==> config.mk <==
export PLATFORM = sky130hd
export DESIGN_NAME = spi_master
export DESIGN_NICKNAME = d
export VERILOG_FILES = /design/src/rtl/spi_pkg.sv /design/src/rtl/spi_phase_timer.sv /design/src/rtl/spi_master.sv
export SDC_FILE = /design/constraint.sdc
export NUM_CORES = 1
export LEC_CHECK = 0
export CORE_MARGIN = 4
export CORE_UTILIZATION = 30
export CTS_CLUSTER_SIZE = 20
export DETAILED_ROUTE_END_ITERATION = 10
export HOLD_SLACK_MARGIN = 0.03
export SYNTH_ARGS = -nofsm -noshare
export SYNTH_HDL_FRONTEND = slang
export SYNTH_SLANG_ARGS = --single-unit
==> constraint.sdc <==
create_clock -name CLK -period 1.8 [get_ports CLK]
set_clock_uncertainty 0.05 [all_clocks]
set_input_delay 0.36 -clock CLK [delete_from_list [all_inputs] [get_ports CLK]]
set_output_delay 0.36 -clock CLK [all_outputs]
set_load 0.02 [all_outputs]
==> src/rtl/spi_pkg.sv <==
// rtl/spi_pkg.sv - shared SPI types, mode constants and sizing helpers
package spi_pkg;

    // Master sequencer states; HOLD keeps ss_n low between bytes of one frame
    typedef enum logic [2:0] {
        IDLE,
        LEAD,
        HIGH,
        LOW,
        TRAIL,
        HOLD,
        GAP
    } spi_state_t;

    // Mode 0: sclk idles low, data sampled on the leading (rising) edge
    localparam logic SPI_CPOL  = 1'b0;
    localparam logic SPI_CPHA  = 1'b0;

    // Word size shared with the on-board slave receiver
    localparam int   SPI_WIDTH = 8;

    // Counter width able to hold div-1, never narrower than one bit
    function automatic int timer_width(input int div);
        return (div > 1) ? $clog2(div) : 1;
    endfunction

endpackage

==> src/rtl/spi_phase_timer.sv <==
// rtl/spi_phase_timer.sv - loadable down-counter timing one sclk half-period
module spi_phase_timer
    import spi_pkg::*;
#(
    parameter int CLK_DIV = 8
) (
    input  logic CLK,
    input  logic RST_N,
    input  logic load,
    input  logic en,
    output logic done
);

    localparam int CW = timer_width(CLK_DIV);

    logic [CW-1:0] count;

    // Load restarts a phase at CLK_DIV-1; while enabled count down and park at 0
    always_ff @(posedge CLK or negedge RST_N) begin
        if (!RST_N) begin
            count <= '0;
        end else if (load) begin
            count <= CW'(CLK_DIV - 1);
        end else if (en && (count != '0)) begin
            count <= count - 1'b1;
        end
    end

    // Last cycle of the current phase
    assign done = en && (count == '0);

endmodule

==> src/rtl/spi_master.sv <==
// rtl/spi_master.sv - byte-wide mode 0 SPI master with valid/ready TX and strobed RX
module spi_master
    import spi_pkg::*;
#(
    parameter int CLK_DIV = 8,
    parameter int WIDTH   = SPI_WIDTH
) (
    input  logic             CLK,
    input  logic             RST_N,
    input  logic [WIDTH-1:0] tx_data,
    input  logic             tx_valid,
    input  logic             tx_last,
    output logic             tx_ready,
    output logic [WIDTH-1:0] rx_data,
    output logic             rx_valid,
    output logic             busy,
    output logic             sclk,
    output logic             mosi,
    input  logic             miso,
    output logic             ss_n
);

    localparam int BW = (WIDTH > 1) ? $clog2(WIDTH) : 1;

    spi_state_t       state;
    logic [WIDTH-1:0] tx_sh;
    logic [WIDTH-1:0] rx_sh;
    logic [BW-1:0]    bit_cnt;
    logic             last_flag;
    logic             phase_done;
    logic             accept;
    logic             timer_load;

    assign accept     = tx_valid && tx_ready;
    assign timer_load = accept || phase_done;

    // busy is high exactly in the timed phases, so it doubles as the timer enable
    spi_phase_timer #(
        .CLK_DIV (CLK_DIV)
    ) u_timer (
        .CLK   (CLK),
        .RST_N (RST_N),
        .load  (timer_load),
        .en    (busy),
        .done  (phase_done)
    );

    // Transfer sequencer; every pin and handshake output is a register
    always_ff @(posedge CLK or negedge RST_N) begin
        if (!RST_N) begin
            state     <= IDLE;
            ss_n      <= 1'b1;
            sclk      <= SPI_CPOL;
            mosi      <= 1'b0;
            tx_ready  <= 1'b1;
            rx_valid  <= 1'b0;
            rx_data   <= '0;
            busy      <= 1'b0;
            tx_sh     <= '0;
            rx_sh     <= '0;
            bit_cnt   <= '0;
            last_flag <= 1'b0;
        end else begin
            rx_valid <= 1'b0;
            case (state)
                IDLE, HOLD: begin
                    if (accept) begin
                        tx_sh     <= tx_data;
                        last_flag <= tx_last;
                        bit_cnt   <= BW'(WIDTH - 1);
                        ss_n      <= 1'b0;
                        mosi      <= tx_data[WIDTH-1];
                        tx_ready  <= 1'b0;
                        busy      <= 1'b1;
                        state     <= LEAD;
                    end
                end
                LEAD, LOW: begin
                    if (phase_done) begin
                        sclk <= ~SPI_CPOL;
                        if (SPI_CPHA == 1'b0) begin
                            rx_sh <= {rx_sh[WIDTH-2:0], miso};
                        end
                        state <= HIGH;
                    end
                end
                HIGH: begin
                    if (phase_done) begin
                        sclk <= SPI_CPOL;
                        if (bit_cnt == '0) begin
                            state <= TRAIL;
                        end else begin
                            mosi    <= tx_sh[WIDTH-2];
                            tx_sh   <= tx_sh << 1;
                            bit_cnt <= bit_cnt - 1'b1;
                            state   <= LOW;
                        end
                    end
                end
                TRAIL: begin
                    if (phase_done) begin
                        rx_data  <= rx_sh;
                        rx_valid <= 1'b1;
                        if (last_flag) begin
                            ss_n  <= 1'b1;
                            state <= GAP;
                        end else begin
                            tx_ready <= 1'b1;
                            busy     <= 1'b0;
                            state    <= HOLD;
                        end
                    end
                end
                GAP: begin
                    if (phase_done) begin
                        tx_ready <= 1'b1;
                        busy     <= 1'b0;
                        state    <= IDLE;
                    end
                end
                default: begin
                    state <= IDLE;
                end
            endcase
        end
    end

endmodule

# Word-level counts from Yosys, hierarchy flattened
# Cells that the tools add are included.
# W data, S select, Z words.
dict set report totals {
  register_bits 39
  latch_bits 0
  mem_bits_rw 0
  mem_bits_ro 0
  input_bits 13
  output_inout_bits 14
  word_cells 90
  memories 0
}
dict set report classes {
  n_addsub 2
  mul 0
  div_mod_pow 0
  n_lt_le_gt_ge 0
  n_eq_ne 14
  shift 0
  muxes 38
  bitwise 0
  reduce_logical 23
}
# op count
set op_table {}
lappend op_table {{$mux W3} 11}
lappend op_table {{$mux W7} 3}
lappend op_table {{$ne A2 B2 Y1 const B} 8}
lappend op_table {{$mux W1} 15}
lappend op_table {{$pmux W3 S5} 1}
lappend op_table {{$pmux W7 S2} 1}
lappend op_table {{$reduce_and A5 Y1} 2}
lappend op_table {{$eq A3 B3 Y1 const B} 3}
lappend op_table {{$logic_not A3 Y1} 3}
lappend op_table {{$reduce_and A4 Y1} 2}
lappend op_table {{$reduce_bool A2 Y1} 4}
lappend op_table {{$eq A3 B2 Y1 const B} 2}
lappend op_table {{$pmux W1 S2} 3}
lappend op_table {{$pmux W1 S3} 2}
lappend op_table {{$pmux W3 S2} 1}
lappend op_table {{$reduce_and A2 Y1} 3}
lappend op_table {{$reduce_bool A3 Y1} 2}
lappend op_table {{$sub A3 B1 Y3 const B} 2}
lappend op_table {{$reduce_or A2 Y1} 2}
lappend op_table {{$eq A3 B1 Y1 const B} 1}
lappend op_table {{$logic_and A1 B1 Y1} 3}
lappend op_table {{$reduce_and A3 Y1} 1}
lappend op_table {{$mux W2} 1}
lappend op_table {{$logic_or A1 B1 Y1} 1}

# Longest topological paths before layout
dict set report depth {
  ltp_word 4
  ltp_mapped 6
  ltp_nobuf 6
}

# Modules after synthesis
# From an unflattened synthesis, not the netlist that was laid out.
dict set report hier_totals {
  hier_cells 164
  hier_area_um2 1875.5
}
# mod instances cells_each area_each_um2 seq_area_each_um2
set modules_own_cells {}
lappend modules_own_cells {spi_master 1 145 1687.9 903.4}
lappend modules_own_cells {spi_phase_timer 1 19 187.7 75.1}

# Worst setup path after synthesis
# OpenSTA, ideal clock, no wires.
dict set report synth_timing {
  path_kind {register -> register}
  start {register busy}
  end {register rx_data[0]}
  setup_time_ns 0.125
  t_arrival_ns 1.651
  path_slack_ns -0.026
  path_stages_with_launch 5
  n_path_buf 1
  synth_period_minus_slack_ns 1.826
  path_cell_list {dfrtp_1 buf_2 nand3b_2 nor4_4 mux2_2}
}
dict set report synth_via {
  elab_chain_cells 2
}
# item line_no
set synth_rtl {}
lappend synth_rtl {{from (decl)} spi_master.sv:16} ;# output logic busy,
lappend synth_rtl {{from (signal assigned)} spi_master.sv:58} ;# busy <= 1'b0;
lappend synth_rtl {{from (signal assigned)} spi_master.sv:74} ;# busy <= 1'b1;
lappend synth_rtl {{from (signal assigned)} spi_master.sv:109} ;# busy <= 1'b0;
lappend synth_rtl {{$logic_and A1 B1 Y1} spi_phase_timer.sv:30} ;# assign done = en && (count == '0);
lappend synth_rtl {{$reduce_and A2 Y1 (no source line)} -}
lappend synth_rtl {{to (signal assigned)} spi_master.sv:102} ;# rx_data <= rx_sh;
lappend synth_rtl {{to (decl)} spi_master.sv:14} ;# output logic [WIDTH-1:0] rx_data,
# No other way between the ends.
# A chain may end at the register's enable or synchronous reset.

# Final worst setup path
dict set report layout_timing {
  start {register state[2]}
  end {register tx_sh[2]}
}
dict set report layout_via {
  elab_chain_cells 4
}
# item line_no
set layout_rtl {}
lappend layout_rtl {{from (decl)} spi_master.sv:25} ;# spi_state_t state;
lappend layout_rtl {{from (signal assigned)} spi_master.sv:51} ;# state <= IDLE;
lappend layout_rtl {{from (signal assigned)} spi_master.sv:75} ;# state <= LEAD;
lappend layout_rtl {{from (signal assigned)} spi_master.sv:84} ;# state <= HIGH;
lappend layout_rtl {{$eq A3 B3 Y1 or $logic_not A3 Y1 (tied branches)} spi_master.sv:65} ;# case (state)
lappend layout_rtl {{$reduce_or A2 Y1} spi_master.sv:65}
lappend layout_rtl {{$ne A2 B2 Y1 (no source line) or $reduce_bool A2 Y1 (tied branches)} -}
lappend layout_rtl {{$reduce_and A4 Y1 (no source line)} -}
lappend layout_rtl {{to (signal assigned)} spi_master.sv:68} ;# tx_sh <= tx_data;
lappend layout_rtl {{to (signal assigned)} spi_master.sv:94} ;# tx_sh <= tx_sh << 1;
lappend layout_rtl {{to (decl)} spi_master.sv:26} ;# logic [WIDTH-1:0] tx_sh;
# Parallel ways exist; a longest one is shown, timed or not.

==> run metrics <==
run status completed; post-synthesis compound-gate area fraction 8.45%; fin util 42.1%; Ys Warns 0; gr ovfl total 0; worst-path cell chain or3b_4 -> buf_4 -> mux2_4 -> mux2_2; placed insts 258; Die Span Y 86.2 µm; CP required 1.92 ns; Die Wd roughly 86 µm; largest family of logic cells by synthesized area multiplexers; Cells after Synth 142; Layout area overhead 35.7%; Routed Antenna Nets 0; critical path's slowest cell or3b_4; final WL 3640 µm; Avg Inst Size Synth around 13 µm²; Seq pwr share 43.3%; met2 WL post-DR 1740 µm; share of post-route cells with drive strength above 1 between 40 and 50%; Place WS -0.139 ns; mux cell area share after synthesis 20.8%; M1 WL roughly 1700 µm; cell row count 28; CTS max path bufs 2; Hold Buf Count CTS 0; Syn Nets between 150 and 200; Yosys cell types 39; post-route minimum period roughly 1.8 ns; MaxCap Viol Count 0; first-pass GRT wire length 6220 µm; number of global-route vias before repair 1274; routed wl met3 ~140 µm; clock share of power 20.3%; H-tree depth 2; Worst Setup End Kind flop; die area around 7400 µm²; worst reg2reg startpoint state[2]; HP Class primary input to asynchronous set/reset pin; most frequent cells in the layout dfrtp_1 (37), buf_4 (27), mux2_2 (25), clkdlybuf4s50_1 (22), nor2_1 (9); RSZ-0062 raised after global routing false; via count around 1300; Worst path top cell family by delay multiplexers; Final setup viols 0; setup ws final approximately 0.046 ns; Design Area, Final ~2500 µm²; Leak ~1.2 nW; Least-Margin Pin Slew around 0.65 ns; fin cells ~270; critical path buffer and inverter count 1; cell taking the most area after synthesis dfrtp_1; GRT Total Usage 10.7%; I/O Buffers 26; CP startpoint state[2]; DRT iter0 DRCs 85; max incr delay on CP roughly 0.46 ns; DP HPWL 2460 µm; Layout Nets roughly 220; Rel. slew slack 56.9%; largest net degree at the start of global routing 30; CTS tree yes; Sw Ratio 30.1%; Synth top area share between 50% and 60%; n_diodes 0; xor/xnor share of the synthesized area less than 1%; Mapped Area between 1500 and 2000 µm²; Worst-Skew Late Latency a little under 0.3 ns; Seq/Total Area, Yosys 53.3%; Yosys reg bits 39; core area between 5000 and 6000 µm²; crit-path max FO 8; Synth Area in Simple Gates 10.1%; Slew Limit Fails 0; most common cell after layout, fill and taps aside dfrtp_1; Max Freq 570 MHz; WL/cell around 13 µm; Comb pwr share 36.4%; Initial Util 31.0%; CP Launch Type flop; GP Congestion 0.779; via-per-instance ratio between 4 and 5; Peak VDD IR 0.414 mV; crit share post-route between 90% and 100%; Internal Power 1.96 mW; Root Driver clkbuf_8; area share of fa/ha/maj cells after synthesis 2.73%; Final Hold Viols 0; power per cell area 1130 nW/µm²; initial antenna violation count 0; Sw Pwr approximately 840 µW; Clk pin slew, worst setup/hold paths 0.08 ns; TritonCTS Sinks 39; CP arrival about 1.9 ns; Residual DRC 0; Crit Path Class flop to flop; uppermost layer routed met4; Num CTS Buffers 5; # IOs 27; first drt pass iteration count 4; Fillers 553; most area-consuming cells after synthesis dfrtp_1 (50%), mux2_2 (15%), mux2_4 (4.9%), dfstp_2 (2.9%), ha_1 (2.7%); area post-placement 2320 µm²
-- flip-flops by register name (all words and copies together) (netlist names), 3 cells and up --
name           cells
rx_data            8
u_timer.count      3
rx_sh              8
bit_cnt            3
state              3
tx_sh              7
-- power groups by stage --
stage               logic [mW]  clock network, mW  registers, mW
floorplan                0.591                  0           1.24
global placement         0.917                  0           1.23
detailed placement       0.924                  0           1.23
CTS                      0.920              0.601           1.21
global route              1.12              0.643           1.25
finish                    1.02              0.570           1.22
-- through the flow --
step	TNS, ns	hold WS, ns	total power [mW]
2_1_floorplan	0	0.0144	1.83
3_3_place_gp	-1.24	0.374	2.15
4_1_cts	0	0.0615	2.74
5_1_grt	0	0.0951	3.01
6_report	0	0.0375	2.81
3_5_place_dp	-1.48	0.380	2.15
-- worst paths after layout --
kind | to | cells after the start | slack (ns)
min in group CLK | tx_sh[0] | 1 | 0.44
max reg2reg | tx_sh[2] | 4 | 0.05
max | tx_sh[2] | 4 | 0.05
max in group asynchronous | rx_valid | 2 | 1.11
min reg2reg | tx_sh[0] | 1 | 0.44
min | bit_cnt[0] | 1 | 0.04
-- cell usage after synthesis --
cell,number
buf_2,3
nor4_4,1
dfrtp_1,37
a32oi_1,1
o22ai_1,2
nor2b_1,1
a21oi_1,4
o2bb2ai_1,1
a22oi_1,1
nor3_2,1
a32o_1,1
nand3b_2,1
mux2_2,25
o31ai_1,1
xnor2_1,1
mux2_4,6
nor2_2,1
and3_1,1
and3b_1,1
and2_1,1
mux2i_1,1
buf_1,1
nand3_1,3
a2111o_1,1
or3b_4,1
o21a_1,2
o22a_2,1
nand2_1,6
a2111oi_0,2
inv_1,7
dfstp_2,2
buf_6,2
nor3_1,2
nor3_4,1
o21ai_0,4
ha_1,4
a31oi_1,1
nor2_1,9
xor2_1,1
-- layout make-up --
| type | count | area (µm²) | share of cell area [%] |
|---|---|---|---|
| Sequential cell | 39 | 978 | 39.3 |
| Multi-Input combinational cell | 91 | 836 | 33.6 |
| Timing Repair Buffer | 54 | 474 | 19.0 |
| Tap cell | 75 | 93.8 | 3.77 |
| Clock buffer | 7 | 76.3 | 3.07 |
| Inverter | 7 | 26.3 | 1.06 |
| Clock inverter | 1 | 5.00 | 0.201 |
-- worst register-to-register path, delay by kind of cell (launching register included) --
family | cells | cell delay, ns
mux | 2 | 0.54
simple gates | 1 | 0.46
flops | 1 | 0.41
buf+inv | 1 | 0.18
-- what timing repair did --
item / in CTS / in global routing
gates resized for setup: 5 / 8
pin swaps: 0 / 2
setup buffers: 0 / 7
cloned: 0 / 1
endpoints found under the setup margin: 19 / 25
hold endpoints to repair: 0 / 0
-- routing by layer --
metal | track usage [%] | vias to the layer above
li1 | - | 622
met1 | 14.8 | 618
met2 | 16.2 | 20
met3 | 3.23 | 6
met4 | 3.40 | 0
met5 | 0 | -
-- kinds of logic after synthesis --
kind of cell	after synthesis
flip-flops	39
multiplexers	32
AND/OR/NAND/NOR	30
AO/OA/AOI/OAI	22
buffers and inverters	13
adder cells (fa/ha/maj)	4
XOR/XNOR	2
Note: power is estimated with default switching activity, not from simulation.
